--- config.mk ---
export PLATFORM = sky130hd
export DESIGN_NAME = fwd_operand_stage
export DESIGN_NICKNAME = d
export VERILOG_FILES = /design/src/rtl/fwd_operand_stage_pkg.sv /design/src/rtl/fwd_operand_stage_match_sel.sv /design/src/rtl/fwd_operand_stage.sv
export SDC_FILE = /design/constraint.sdc
export NUM_CORES = 1
export LEC_CHECK = 0
export BUFFER_PORTS_ARGS = -buffer_cell sky130_fd_sc_hd__buf_4
export CORE_UTILIZATION = 34
export CTS_CLUSTER_DIAMETER = 40
export DETAILED_ROUTE_END_ITERATION = 8
export GPL_ROUTABILITY_DRIVEN = 0
export SYNTH_ARGS = -nofsm -noshare
export SYNTH_HDL_FRONTEND = slang
export SYNTH_SLANG_ARGS = --single-unit
--- constraint.sdc ---
create_clock -name clk -period 5.1 [get_ports clk]
set_input_delay 0.765 -clock clk [delete_from_list [all_inputs] [get_ports clk]]
set_output_delay 0.765 -clock clk [all_outputs]
set_load 0.05 [all_outputs]
--- src/rtl/fwd_operand_stage_pkg.sv ---
// Shared widths and select-code encoding for the ID/EX operand forwarding stage.
package fwd_operand_stage_pkg;

  localparam int DATA_W_DEF = 32;
  localparam int AW_DEF     = 5;

  // Select code 0 means register file; stage i is reported as i+1.
  localparam int SEL_RF = 0;

  function automatic int sel_stg(input int i);
    return i + 1;
  endfunction

endpackage

--- src/rtl/fwd_operand_stage_match_sel.sv ---
// Combinational youngest-producer matcher and data mux for one source operand.
module fwd_match_sel
  import fwd_operand_stage_pkg::*;
#(
  parameter int DATA_W   = DATA_W_DEF,
  parameter int AW       = AW_DEF,
  parameter int NUM_STG  = 3,
  parameter int ZERO_REG = 1,
  parameter int SEL_W    = $clog2(NUM_STG + 1)
) (
  input  logic [AW-1:0]             i_rs,
  input  logic [DATA_W-1:0]         i_rf_dat,
  input  logic [NUM_STG-1:0]        i_stg_valid,
  input  logic [NUM_STG-1:0]        i_stg_wr_en,
  input  logic [NUM_STG-1:0]        i_stg_ready,
  input  logic [NUM_STG*AW-1:0]     i_stg_rd,
  input  logic [NUM_STG*DATA_W-1:0] i_stg_data,
  output logic [DATA_W-1:0]         o_op,
  output logic [SEL_W-1:0]          o_sel,
  output logic                      o_hazard
);

  logic w_blocked;

  assign w_blocked = (ZERO_REG != 0) && (i_rs == '0);

  // Walk from oldest to youngest so the lowest matching index is the last to assign.
  always_comb begin
    o_op     = i_rf_dat;
    o_sel    = SEL_W'(SEL_RF);
    o_hazard = 1'b0;
    for (int i = NUM_STG - 1; i >= 0; i--) begin
      if (!w_blocked && i_stg_valid[i] && i_stg_wr_en[i] &&
          (i_stg_rd[i*AW +: AW] == i_rs)) begin
        if (i_stg_ready[i]) begin
          o_op     = i_stg_data[i*DATA_W +: DATA_W];
          o_sel    = SEL_W'(sel_stg(i));
          o_hazard = 1'b0;
        end else begin
          o_op     = i_rf_dat;
          o_sel    = SEL_W'(SEL_RF);
          o_hazard = 1'b1;
        end
      end
    end
  end

endmodule

--- src/rtl/fwd_operand_stage.sv ---
// ID/EX operand forwarding stage: per-operand forwarding, load-use bubble, registered EX operands.
module fwd_operand_stage
  import fwd_operand_stage_pkg::*;
#(
  parameter int DATA_W   = DATA_W_DEF,
  parameter int AW       = AW_DEF,
  parameter int NUM_STG  = 3,
  parameter int ZERO_REG = 1,
  localparam int SEL_W   = $clog2(NUM_STG + 1)
) (
  input  logic                      clk,
  input  logic                      rst,
  input  logic                      in_valid,
  input  logic [AW-1:0]             in_rs1,
  input  logic [AW-1:0]             in_rs2,
  input  logic [DATA_W-1:0]         in_rf_a,
  input  logic [DATA_W-1:0]         in_rf_b,
  input  logic [NUM_STG-1:0]        stg_valid,
  input  logic [NUM_STG-1:0]        stg_wr_en,
  input  logic [NUM_STG*AW-1:0]     stg_rd,
  input  logic [NUM_STG*DATA_W-1:0] stg_data,
  input  logic [NUM_STG-1:0]        stg_ready,
  input  logic                      stall_in,
  input  logic                      flush,
  output logic                      in_ready,
  output logic                      hazard,
  output logic                      out_valid,
  output logic [DATA_W-1:0]         out_op_a,
  output logic [DATA_W-1:0]         out_op_b,
  output logic [SEL_W-1:0]          out_sel_a,
  output logic [SEL_W-1:0]          out_sel_b
);

  logic [DATA_W-1:0] w_op_a, w_op_b;
  logic [SEL_W-1:0]  w_sel_a, w_sel_b;
  logic              w_haz_a, w_haz_b, w_hazard;

  logic              r_valid;
  logic [DATA_W-1:0] r_op_a, r_op_b;
  logic [SEL_W-1:0]  r_sel_a, r_sel_b;

  fwd_match_sel #(
    .DATA_W(DATA_W), .AW(AW), .NUM_STG(NUM_STG), .ZERO_REG(ZERO_REG), .SEL_W(SEL_W)
  ) u_match_a (
    .i_rs(in_rs1), .i_rf_dat(in_rf_a),
    .i_stg_valid(stg_valid), .i_stg_wr_en(stg_wr_en), .i_stg_ready(stg_ready),
    .i_stg_rd(stg_rd), .i_stg_data(stg_data),
    .o_op(w_op_a), .o_sel(w_sel_a), .o_hazard(w_haz_a)
  );

  fwd_match_sel #(
    .DATA_W(DATA_W), .AW(AW), .NUM_STG(NUM_STG), .ZERO_REG(ZERO_REG), .SEL_W(SEL_W)
  ) u_match_b (
    .i_rs(in_rs2), .i_rf_dat(in_rf_b),
    .i_stg_valid(stg_valid), .i_stg_wr_en(stg_wr_en), .i_stg_ready(stg_ready),
    .i_stg_rd(stg_rd), .i_stg_data(stg_data),
    .o_op(w_op_b), .o_sel(w_sel_b), .o_hazard(w_haz_b)
  );

  assign w_hazard = in_valid & (w_haz_a | w_haz_b);
  assign hazard   = w_hazard;
  assign in_ready = ~stall_in & ~w_hazard;

  // Flush beats stall, and stall beats the hazard bubble.
  always_ff @(posedge clk) begin
    if (rst || flush) begin
      r_valid <= 1'b0;
      r_op_a  <= '0;
      r_op_b  <= '0;
      r_sel_a <= '0;
      r_sel_b <= '0;
    end else if (stall_in) begin
      r_valid <= r_valid;
    end else if (w_hazard) begin
      r_valid <= 1'b0;
      r_op_a  <= '0;
      r_op_b  <= '0;
      r_sel_a <= '0;
      r_sel_b <= '0;
    end else begin
      r_valid <= in_valid;
      r_op_a  <= w_op_a;
      r_op_b  <= w_op_b;
      r_sel_a <= w_sel_a;
      r_sel_b <= w_sel_b;
    end
  end

  assign out_valid = r_valid;
  assign out_op_a  = r_op_a;
  assign out_op_b  = r_op_b;
  assign out_sel_a = r_sel_a;
  assign out_sel_b = r_sel_b;

endmodule

==> impl_metrics.env, run 1 <==
export IMPL_tightestPinTransition_ps=1100
export IMPL_synth_cell_type_count=44
export IMPL_crit_type="in -> out"
export IMPL_crit_slowest_cell="or4_4"
export IMPL_netlist_area_um2=4900
export IMPL_routed_wl_um=19500
export IMPL_ctsHoldBuffers=0
export IMPL_nets=1010
export IMPL_async_flop_share=0
export IMPL_cts_max_level=3
export IMPL_drive_above_1_share=0.387
export IMPL_setup_viol=0
export IMPL_vias_per_cell=5.65
export IMPL_powerDensity_nw_per_um2=224
export IMPL_layout_cells_non_filler=996
export IMPL_vias=5632
export IMPL_rows=43
export IMPL_avgRoutedWirePerCell_um=19.6
export IMPL_ctsResizeCount=0
export IMPL_grt_overflow=0
export IMPL_io_buffer_count=269
export IMPL_first_pass_iters=5
export IMPL_critPathLaunchType="primary input"
export IMPL_track_usage=0.260
export IMPL_start_util=0.350
export IMPL_cts_root_buf="clkbuf_16"
export IMPL_ys_flop_type="dfxtp_1"
export IMPL_timing_hold_ws_ps=445
export IMPL_p_total_mw=1.64
export IMPL_drtIter0Drc=306
export IMPL_dp_hpwl_um=13900
export IMPL_die_area_um2=14900
export IMPL_ys_ff_latch=69
export IMPL_ant_nets=0
export IMPL_hp_class="reg -> reg"
export IMPL_synth_seq_area_share=0.282
export IMPL_period_needed_ps=3960
export IMPL_placed_area_um2=7030
export IMPL_grt_max_degree=66
export IMPL_yosysMostFrequentCell="dfxtp_1"
export IMPL_slew_viol_final=0
export IMPL_vdd_drop_max_mv=0.175
export IMPL_synth_area_per_cell_um2=8.56
export IMPL_drc=0
export IMPL_clk_path_buf_depth=2
export IMPL_yosys_top_cells_area="dfxtp_1, mux2i_1, a21oi_1"
export IMPL_critPathRequiredTime_ps=4340
export IMPL_die_x_um=122
export IMPL_max_clock_freq_mhz=253
export IMPL_cp_max_fo=35
export IMPL_synth_common_cells="dfxtp_1, a21oi_1, mux2i_1"
export IMPL_antenna_found_initial=0
export IMPL_rsz0062_at_grt="false"
export IMPL_clock_sinks=69
export IMPL_synth_top_area_share=0.282
export IMPL_max_cap_violations=0
export IMPL_end_kind="output port"
export IMPL_final_area_um2=7330
export IMPL_slew_headroom=0.264
export IMPL_clk_latency_ps=340
export IMPL_clock_skew_final_ps=0
export IMPL_area_growth_pct=49.6
export IMPL_tritoncts="done"
export IMPL_fin_crit_sh=0.776
export IMPL_cp_slowest_stage_delay_ps=540
export IMPL_cts_made_buffers=9
export IMPL_core_area_um2=14000
export IMPL_p_leak_nw=3.29
export IMPL_crit_path_frequent_cell="buf_4"
export IMPL_fin_setup_tns_ps=0
export IMPL_die_h_um=122
export IMPL_synth_nets=771
export IMPL_yosys_warnings=0
export IMPL_cp_data_arrival_time_ps=3190
export IMPL_grt_pass1_vias=5687
export IMPL_grt_pass1_wl_um=29700
export IMPL_hold_viol=0
export IMPL_synth_edf_count=0
export IMPL_ioPinCount=270
export IMPL_crit_chain="buf_4 > or4_4 > or2_1 > and3_2 > o21ai_2 > o221ai_2 > and2_1 > nor2_1 > buf_4"
export IMPL_synthCells=572
export IMPL_dp_cells=980
export IMPL_post_cts_buffers=0
export IMPL_status="completed"
export IMPL_n_antenna_cell=0
export IMPL_synth_top_area_cell="dfxtp_1"
export IMPL_clk_pin_slew_ps=60
per-layer routing:
layer	track usage	wire length, um
met5	0	0
met4	0.103	471
met3	0.0660	1690
met2	0.438	9360
met1	0.313	7970
per-stage QoR:
step                 util  setup slack (ps)
finish              0.524              1140
global route        0.524              1020
CTS                 0.524              1160
detailed placement  0.503              1180
global placement    0.503              1220
floorplan               -              1160
final timing paths:
path / from / to / slack (ps) / depth (start not counted)
worst max register to register: out_valid / out_valid / 4420 / 2
worst min-delay path: out_op_a[7] / out_op_a[7] / 450 / 2
worst max-delay path: in_rs1[2] / in_ready / 1140 / 9
worst min register to register: out_op_a[7] / out_op_a[7] / 450 / 2
state kept, by name, indices dropped and copies added, names as in the netlist:
name and cells:
out_op_b 32, out_op_a 32, out_sel_a 2, out_valid 1, out_sel_b 2
worst max-delay path, delay by kind of cell:
family,cells,cell delay (ps)
buffers and inverters,2,330
and+or+nand+nor,5,1650
AOI/OAI and AO/OA,2,440
cell families (layout without fill, tap and decap cells):
logic type,after synthesis,after routing,share of synthesized area
AO/OA/AOI/OAI,242,242,0.364
AND/OR/NAND/NOR,112,112,0.122
flip-flops,69,69,0.282
multiplexers,63,63,0.129
buffers and inverters,56,300,0.0498
XOR/XNOR,30,30,0.0537
final cells by class:
| cell class | instances | area [um2] |
|---|---|---|
| fillers | 1357 | 6660 |
| multi-input cells | 447 | 3310 |
| repair buffers | 280 | 2100 |
| flip-flops and latches | 69 | 1380 |
| clock buffers | 9 | 225 |
| well taps | 180 | 225 |
| clock inverters | 7 | 73.8 |
| inverters | 4 | 15.0 |
power breakdown:
part | switching (mW) | total (mW) | internal, mW
Combinational | 0.216 | 0.421 | 0.205
Clock | 0.268 | 0.650 | 0.381
Sequential | 0.0107 | 0.568 | 0.558
Total | 0.495 | 1.64 | 1.14
cells in the final DEF, fill, tap and decap left out, types with 4 or more instances in the layout:
| cell | count |
|---|---|
| o21ai_0 | 10 |
| nand2_1 | 39 |
| a22o_1 | 30 |
| inv_1 | 4 |
| dfxtp_1 | 69 |
| nor2_1 | 4 |
| xor2_1 | 10 |
| a221o_1 | 32 |
| o21ai_2 | 6 |
| nand4_1 | 5 |
| o211ai_1 | 33 |
| nand2b_1 | 31 |
| a2bb2oi_1 | 30 |
| nor4_1 | 4 |
| buf_4 | 280 |
| o21ai_1 | 25 |
| nor3_1 | 6 |
| xnor2_1 | 20 |
| mux2i_1 | 63 |
| clkbuf_16 | 9 |
| a21oi_1 | 65 |
No activity file was read; power rests on OpenSTA's default activity.
==> run 2, diff against run 1 <==
--- a/config.mk
+++ b/config.mk
@@ -5,6 +5,7 @@
 export SDC_FILE = /design/constraint.sdc
 export NUM_CORES = 1
 export LEC_CHECK = 0
+export ABC_AREA = 1
 export BUFFER_PORTS_ARGS = -buffer_cell sky130_fd_sc_hd__buf_4
 export CORE_UTILIZATION = 34
 export CTS_CLUSTER_DIAMETER = 40
==> constraint.sdc (replaced) <==
create_clock -name clk -period 3.3 [get_ports clk]
set_input_delay 0.495 -clock clk [delete_from_list [all_inputs] [get_ports clk]]
set_output_delay 0.495 -clock clk [all_outputs]
set_load 0.05 [all_outputs]
==> impl_metrics.env, run 2 <==
export IMPL_start_util=0.350
export IMPL_drive_above_1_share=0.229
export IMPL_clk_path_buf_depth=2
export IMPL_clk_latency_ps=340
export IMPL_max_cap_violations=0
export IMPL_synthSimpleGateAreaFrac=0.504
export IMPL_core_area_um2=21300
export IMPL_dp_hpwl_um=23300
export IMPL_r2r_cells=2
export IMPL_critPathRequiredTime_ps=2800
export IMPL_ctsResizeCount=0
export IMPL_synth_xor_area_share=0.00470
export IMPL_ys_ff_latch=69
export IMPL_fin_ws_ps=573
export IMPL_ys_flop_type="dfxtp_1"
export IMPL_slew_viol_final=0
export IMPL_rows=53
export IMPL_netlist_area_um2=7450
export IMPL_fill_cells=2330
export IMPL_synth_top_area_cell="nand2_1"
export IMPL_synthAdderAreaFrac=0
export IMPL_ctsHoldBuffers=0
export IMPL_die_area_um2=22500
export IMPL_cts_root_buf="clkbuf_16"
export IMPL_whs_path_depth=2
export IMPL_powerDensity_nw_per_um2=285
export IMPL_synth_seq_area_share=0.185
export IMPL_io_buffer_count=269
export IMPL_dp_cells=1883
export IMPL_critPathLaunchType="primary input"
export IMPL_cts_max_level=3
export IMPL_vdd_drop_max_mv=0.229
export IMPL_grt_max_degree=69
export IMPL_synth_top_area_share=0.267
export IMPL_grt_pass1_vias=9495
export IMPL_final_area_um2=9910
export IMPL_track_usage=0.296
export IMPL_pre_cts_slack_ps=570
export IMPL_antenna_found_initial=1
export IMPL_grt_overflow=0
export IMPL_hold_viol=0
export IMPL_fin_setup_tns_ps=0
export IMPL_vias=10200
export IMPL_p_leak_nw=5.16
export IMPL_drc=0
export IMPL_area_growth_pct=33.0
export IMPL_cp_max_fo=12
export IMPL_yosysMostFrequentCell="nand2_1"
export IMPL_drtIter0Drc=922
export IMPL_die_h_um=150
export IMPL_synth_cell_type_count=30
export IMPL_slew_headroom=0.513
export IMPL_async_flop_share=0
export IMPL_yosys_top_cells_area="nand2_1, dfxtp_1, nand3_1"
export IMPL_layout_cells_non_filler=1901
export IMPL_clk_pin_slew_ps=60
export IMPL_ioPinCount=270
export IMPL_synth_nets=1608
export IMPL_post_cts_buffers=0
export IMPL_status="completed"
export IMPL_cts_made_buffers=9
export IMPL_clock_sinks=69
export IMPL_setup_viol=0
export IMPL_period_needed_ps=2730
export IMPL_routed_wl_um=33800
export IMPL_clock_skew_final_ps=0
export IMPL_synth_edf_count=0
export IMPL_hp_class="reg -> reg"
export IMPL_yosys_warnings=0
export IMPL_vias_per_cell=5.34
export IMPL_die_x_um=150
export IMPL_rsz0062_at_grt="false"
export IMPL_final_common_cell="nand2_1"
export IMPL_max_clock_freq_mhz=367
export IMPL_first_pass_iters=5
export IMPL_ant_nets=0
export IMPL_end_kind="output port"
export IMPL_synth_common_cells="nand2_1, nand3_1, a21oi_1"
export IMPL_fin_crit_sh=0.826
export IMPL_cp_data_arrival_time_ps=2230
export IMPL_crit_type="in -> out"
export IMPL_synth_area_per_cell_um2=5.29
export IMPL_synthMuxAreaShare=0
export IMPL_placed_area_um2=9630
export IMPL_grt_pass1_wl_um=51800
export IMPL_p_total_mw=2.83
export IMPL_tritoncts="done"
export IMPL_final_cell_mix="nand2_1, buf_4, nand3_1"
export IMPL_synthCells=1409
export IMPL_synth_top_family_by_area="simple AND/OR/NAND/NOR gates"
export IMPL_avgRoutedWirePerCell_um=17.8
export IMPL_synth_compound_area_frac=0.191
export IMPL_nets=1818
export IMPL_tightestPinTransition_ps=729
run 2: cell types whose count changed after synthesis, sizes merged, moves of 32 or more:
| cell | delta |
|---|---|
| nand2 | +497 |
| nand3 | +210 |
| nor2 | +120 |
| a21oi | +104 |
| inv | +103 |
| mux2i | -63 |
| o21bai | +58 |
| o21ai | -34 |
| a221o | -32 |
run 2: cell type report:
| class | count | area [um2] | share of cell area |
|---|---|---|---|
| multi-input cells | 1133 | 5240 | 0.528 |
| repair buffers | 298 | 2260 | 0.228 |
| flip-flops and latches | 69 | 1380 | 0.139 |
| inverters | 108 | 405 | 0.0409 |
| well taps | 275 | 344 | 0.0347 |
| clock buffers | 10 | 239 | 0.0241 |
| clock inverters | 6 | 38.8 | 0.00391 |
| diodes | 2 | 5.00 | 0.000505 |
run 2: final timing paths:
check                     from      endpoint  slack [ps]
setup / recovery     in_rs2[3]      in_ready         570
hold / removal    out_op_a[29]  out_op_a[29]         460
setup reg to reg   out_op_a[7]   out_op_a[7]        2600
hold reg to reg   out_op_a[29]  out_op_a[29]         460
run 2: per-stage QoR:
step / hold WS [ps] / utilization
after floorplan: 657 / -
after global placement: 453 / 0.452
after detailed placement: 451 / 0.452
after CTS: 454 / 0.465
after global routing: 481 / 0.466
final: 460 / 0.466
run 2: worst max-delay path: stages:
cell	delay, ps
buf_4	100
inv_2	60
a21oi_1	210
nand2_1	100
nor2_2	160
nand2_2	250
nand2_1	160
inv_2	40
nand2_2	50
nand3_2	140
nand2_4	110
inv_1	50
nor2_1	90
buf_4	200
run 2: kinds of logic after synthesis:
group,after synthesis
DFF,69
xor gates and xnor gates,4
AOI/OAI and AO/OA,243
buffers and inverters,207
and+or+nand+nor,886
run 2: power breakdown:
| group | switching (mW) | internal (mW) |
|---|---|---|
| Clock | 0.422 | 0.527 |
| Sequential | 0.0178 | 0.861 |
| Combinational | 0.614 | 0.386 |
| Total | 1.05 | 1.77 |
run 2: layer usage:
layer  vias up  part of all wire  global-route usage
li1       4948                 -                   -
met1      4619              0.43               0.395
met2       539              0.46               0.484
met3        49             0.091              0.0439
met4         0             0.023               0.101
met5         -                 0                   0
==> run 3, diff against run 2 <==
==> constraint.sdc (replaced) <==
create_clock -name clk -period 2.8 [get_ports clk]
set_input_delay 0.42 -clock clk [delete_from_list [all_inputs] [get_ports clk]]
set_output_delay 0.42 -clock clk [all_outputs]
set_load 0.05 [all_outputs]
==> impl_metrics.env, run 3 (synthesis results as in run 2) <==
export IMPL_clk_pin_slew_ps=60
export IMPL_track_usage=0.293
export IMPL_avgRoutedWirePerCell_um=17.6
export IMPL_cp_data_arrival_time_ps=2040
export IMPL_die_area_um2=22500
export IMPL_vdd_drop_max_mv=0.388
export IMPL_rsz0062_at_grt="false"
export IMPL_critPathLaunchType="primary input"
export IMPL_fin_util=0.473
export IMPL_routed_wl_um=33600
export IMPL_clock_sinks=69
export IMPL_multi_input_area_um2=5240
export IMPL_ioPinCount=270
export IMPL_post_cts_buffers=0
export IMPL_grt_pass1_wl_um=50900
export IMPL_crit_type="in -> out"
export IMPL_reg2reg_slack_ps=2100
export IMPL_antenna_found_initial=0
export IMPL_p_sw_mw=1.24
export IMPL_hold_start="stall_in"
export IMPL_cts_root_buf="clkbuf_16"
export IMPL_p_leak_nw=5.23
export IMPL_die_h_um=150
export IMPL_hp_class="in -> reg"
export IMPL_fin_crit_sh=0.880
export IMPL_switching_share=0.344
export IMPL_end_kind="output port"
export IMPL_max_cap_violations=0
export IMPL_slew_headroom=0.454
export IMPL_ctsHoldBuffers=0
export IMPL_hold_viol=0
export IMPL_clk_path_buf_depth=2
export IMPL_holdPathEnd="out_op_a[23]"
export IMPL_vias_per_cell=5.33
export IMPL_vias=10200
export IMPL_clk_latency_ps=340
export IMPL_final_common_cell="nand2_1"
export IMPL_rr_endpoint="out_op_a[10]"
export IMPL_core_area_um2=21300
export IMPL_final_cell_mix="nand2_1, buf_4, nand3_1"
export IMPL_cp_max_fo=16
export IMPL_drive_above_1_share=0.233
export IMPL_power_frac_seq=0.287
export IMPL_setup_viol=0
export IMPL_start_util=0.350
export IMPL_tightestPinTransition_ps=820
export IMPL_grt_overflow=0
export IMPL_ctsResizeCount=0
export IMPL_cts_max_level=3
export IMPL_grt_max_degree=55
export IMPL_cts_made_buffers=9
export IMPL_regArea_um2=1380
export IMPL_combPwrFrac=0.328
export IMPL_layout_cells_non_filler=1908
export IMPL_clock_skew_final_ps=0
export IMPL_n_antenna_cell=0
export IMPL_drtIter0Drc=884
export IMPL_first_pass_iters=5
export IMPL_r2r_start="out_op_a[10]"
export IMPL_fill_cells=2319
export IMPL_pre_cts_slack_ps=378
export IMPL_max_clock_freq_mhz=406
export IMPL_period_needed_ps=2460
export IMPL_dp_hpwl_um=23700
export IMPL_grt_pass1_vias=9724
export IMPL_p_int_mw=2.37
export IMPL_io_buffer_count=269
export IMPL_whs_path_depth=3
export IMPL_r2r_cells=2
export IMPL_nets=1827
export IMPL_powerDensity_nw_per_um2=359
export IMPL_fin_setup_tns_ps=0
export IMPL_fin_ws_ps=337
export IMPL_die_x_um=150
export IMPL_area_growth_pct=35.0
export IMPL_status="completed"
export IMPL_rows=53
export IMPL_slew_viol_final=0
export IMPL_power_share_clock=0.385
export IMPL_ant_nets=0
export IMPL_tritoncts="done"
export IMPL_drc=0
export IMPL_dp_cells=1892
export IMPL_critPathRequiredTime_ps=2380
run 3: changes by cell type in the layout (fill, tap and decap cells not counted):
cell,previous run,this run
buf_4,296,304
bufinv_16,0,3
clkinv_2,3,1
diode_2,2,0
buf_12,2,3
clkinv_4,1,0
run 3: critical path: stages:
cell,delay [ps]
buf_4,120
inv_2,110
nand3_2,130
nor2_2,220
nor2_1,100
nand2_1,100
nand2_1,60
nand3_1,80
nand3_2,100
nand2_4,210
inv_1,90
nor2_1,100
buf_4,200
run 3: per-stage QoR:
| step | power (mW) | instance area (um2) | hold slack (ps) |
|---|---|---|---|
| 2_1_floorplan | 1.74 | 7450 | 582 |
| 3_3_place_gp | 2.23 | 9710 | 453 |
| 3_5_place_dp | 2.23 | 9710 | 456 |
| 4_1_cts | 3.62 | 10100 | 439 |
| 5_1_grt | 3.78 | 10100 | 451 |
| 6_report | 3.61 | 10100 | 448 |
run 3: worst max-delay path by stage:
| stage | from | end | slack, ps | cells past startpoint |
|---|---|---|---|---|
| finish | in_rs1[1] | in_ready | 340 | 13 |
| CTS | in_rs1[1] | in_ready | 370 | 13 |
| global placement | in_rs1[1] | in_ready | 410 | 13 |
| floorplan | in_rs2[0] | in_ready | 70 | 12 |
| global route | in_rs1[1] | in_ready | 170 | 13 |
| detailed placement | in_rs1[1] | in_ready | 380 | 13 |
run 3: metal layers:
metal  share of wire  vias up  wire [um]  track usage
li1                -     4957          -            -
met1            0.42     4537      14100        0.375
met2            0.45      586      15000        0.479
met3           0.094       87       3160       0.0488
met4           0.039        0       1330        0.134
met5               0        -          0            0
run 3: area by class of cell:
| cell class | instances | area share |
|---|---|---|
| Clock inverter | 6 | 0.0109 |
| Tap cell | 275 | 0.0342 |
| Sequential cell | 69 | 0.137 |
| Multi-Input combinational cell | 1133 | 0.521 |
| Clock buffer | 10 | 0.0238 |
| Inverter | 108 | 0.0403 |
| Timing Repair Buffer | 307 | 0.233 |
run 3: power by group through the flow:
stage               Clock [mW]  Sequential (mW)  Combinational, mW
floorplan                    0             1.17              0.569
detailed placement           0             1.06               1.17
global route              1.45             1.04               1.29
CTS                       1.41             1.04               1.17
global placement             0             1.06               1.17
finish                    1.39             1.04               1.19
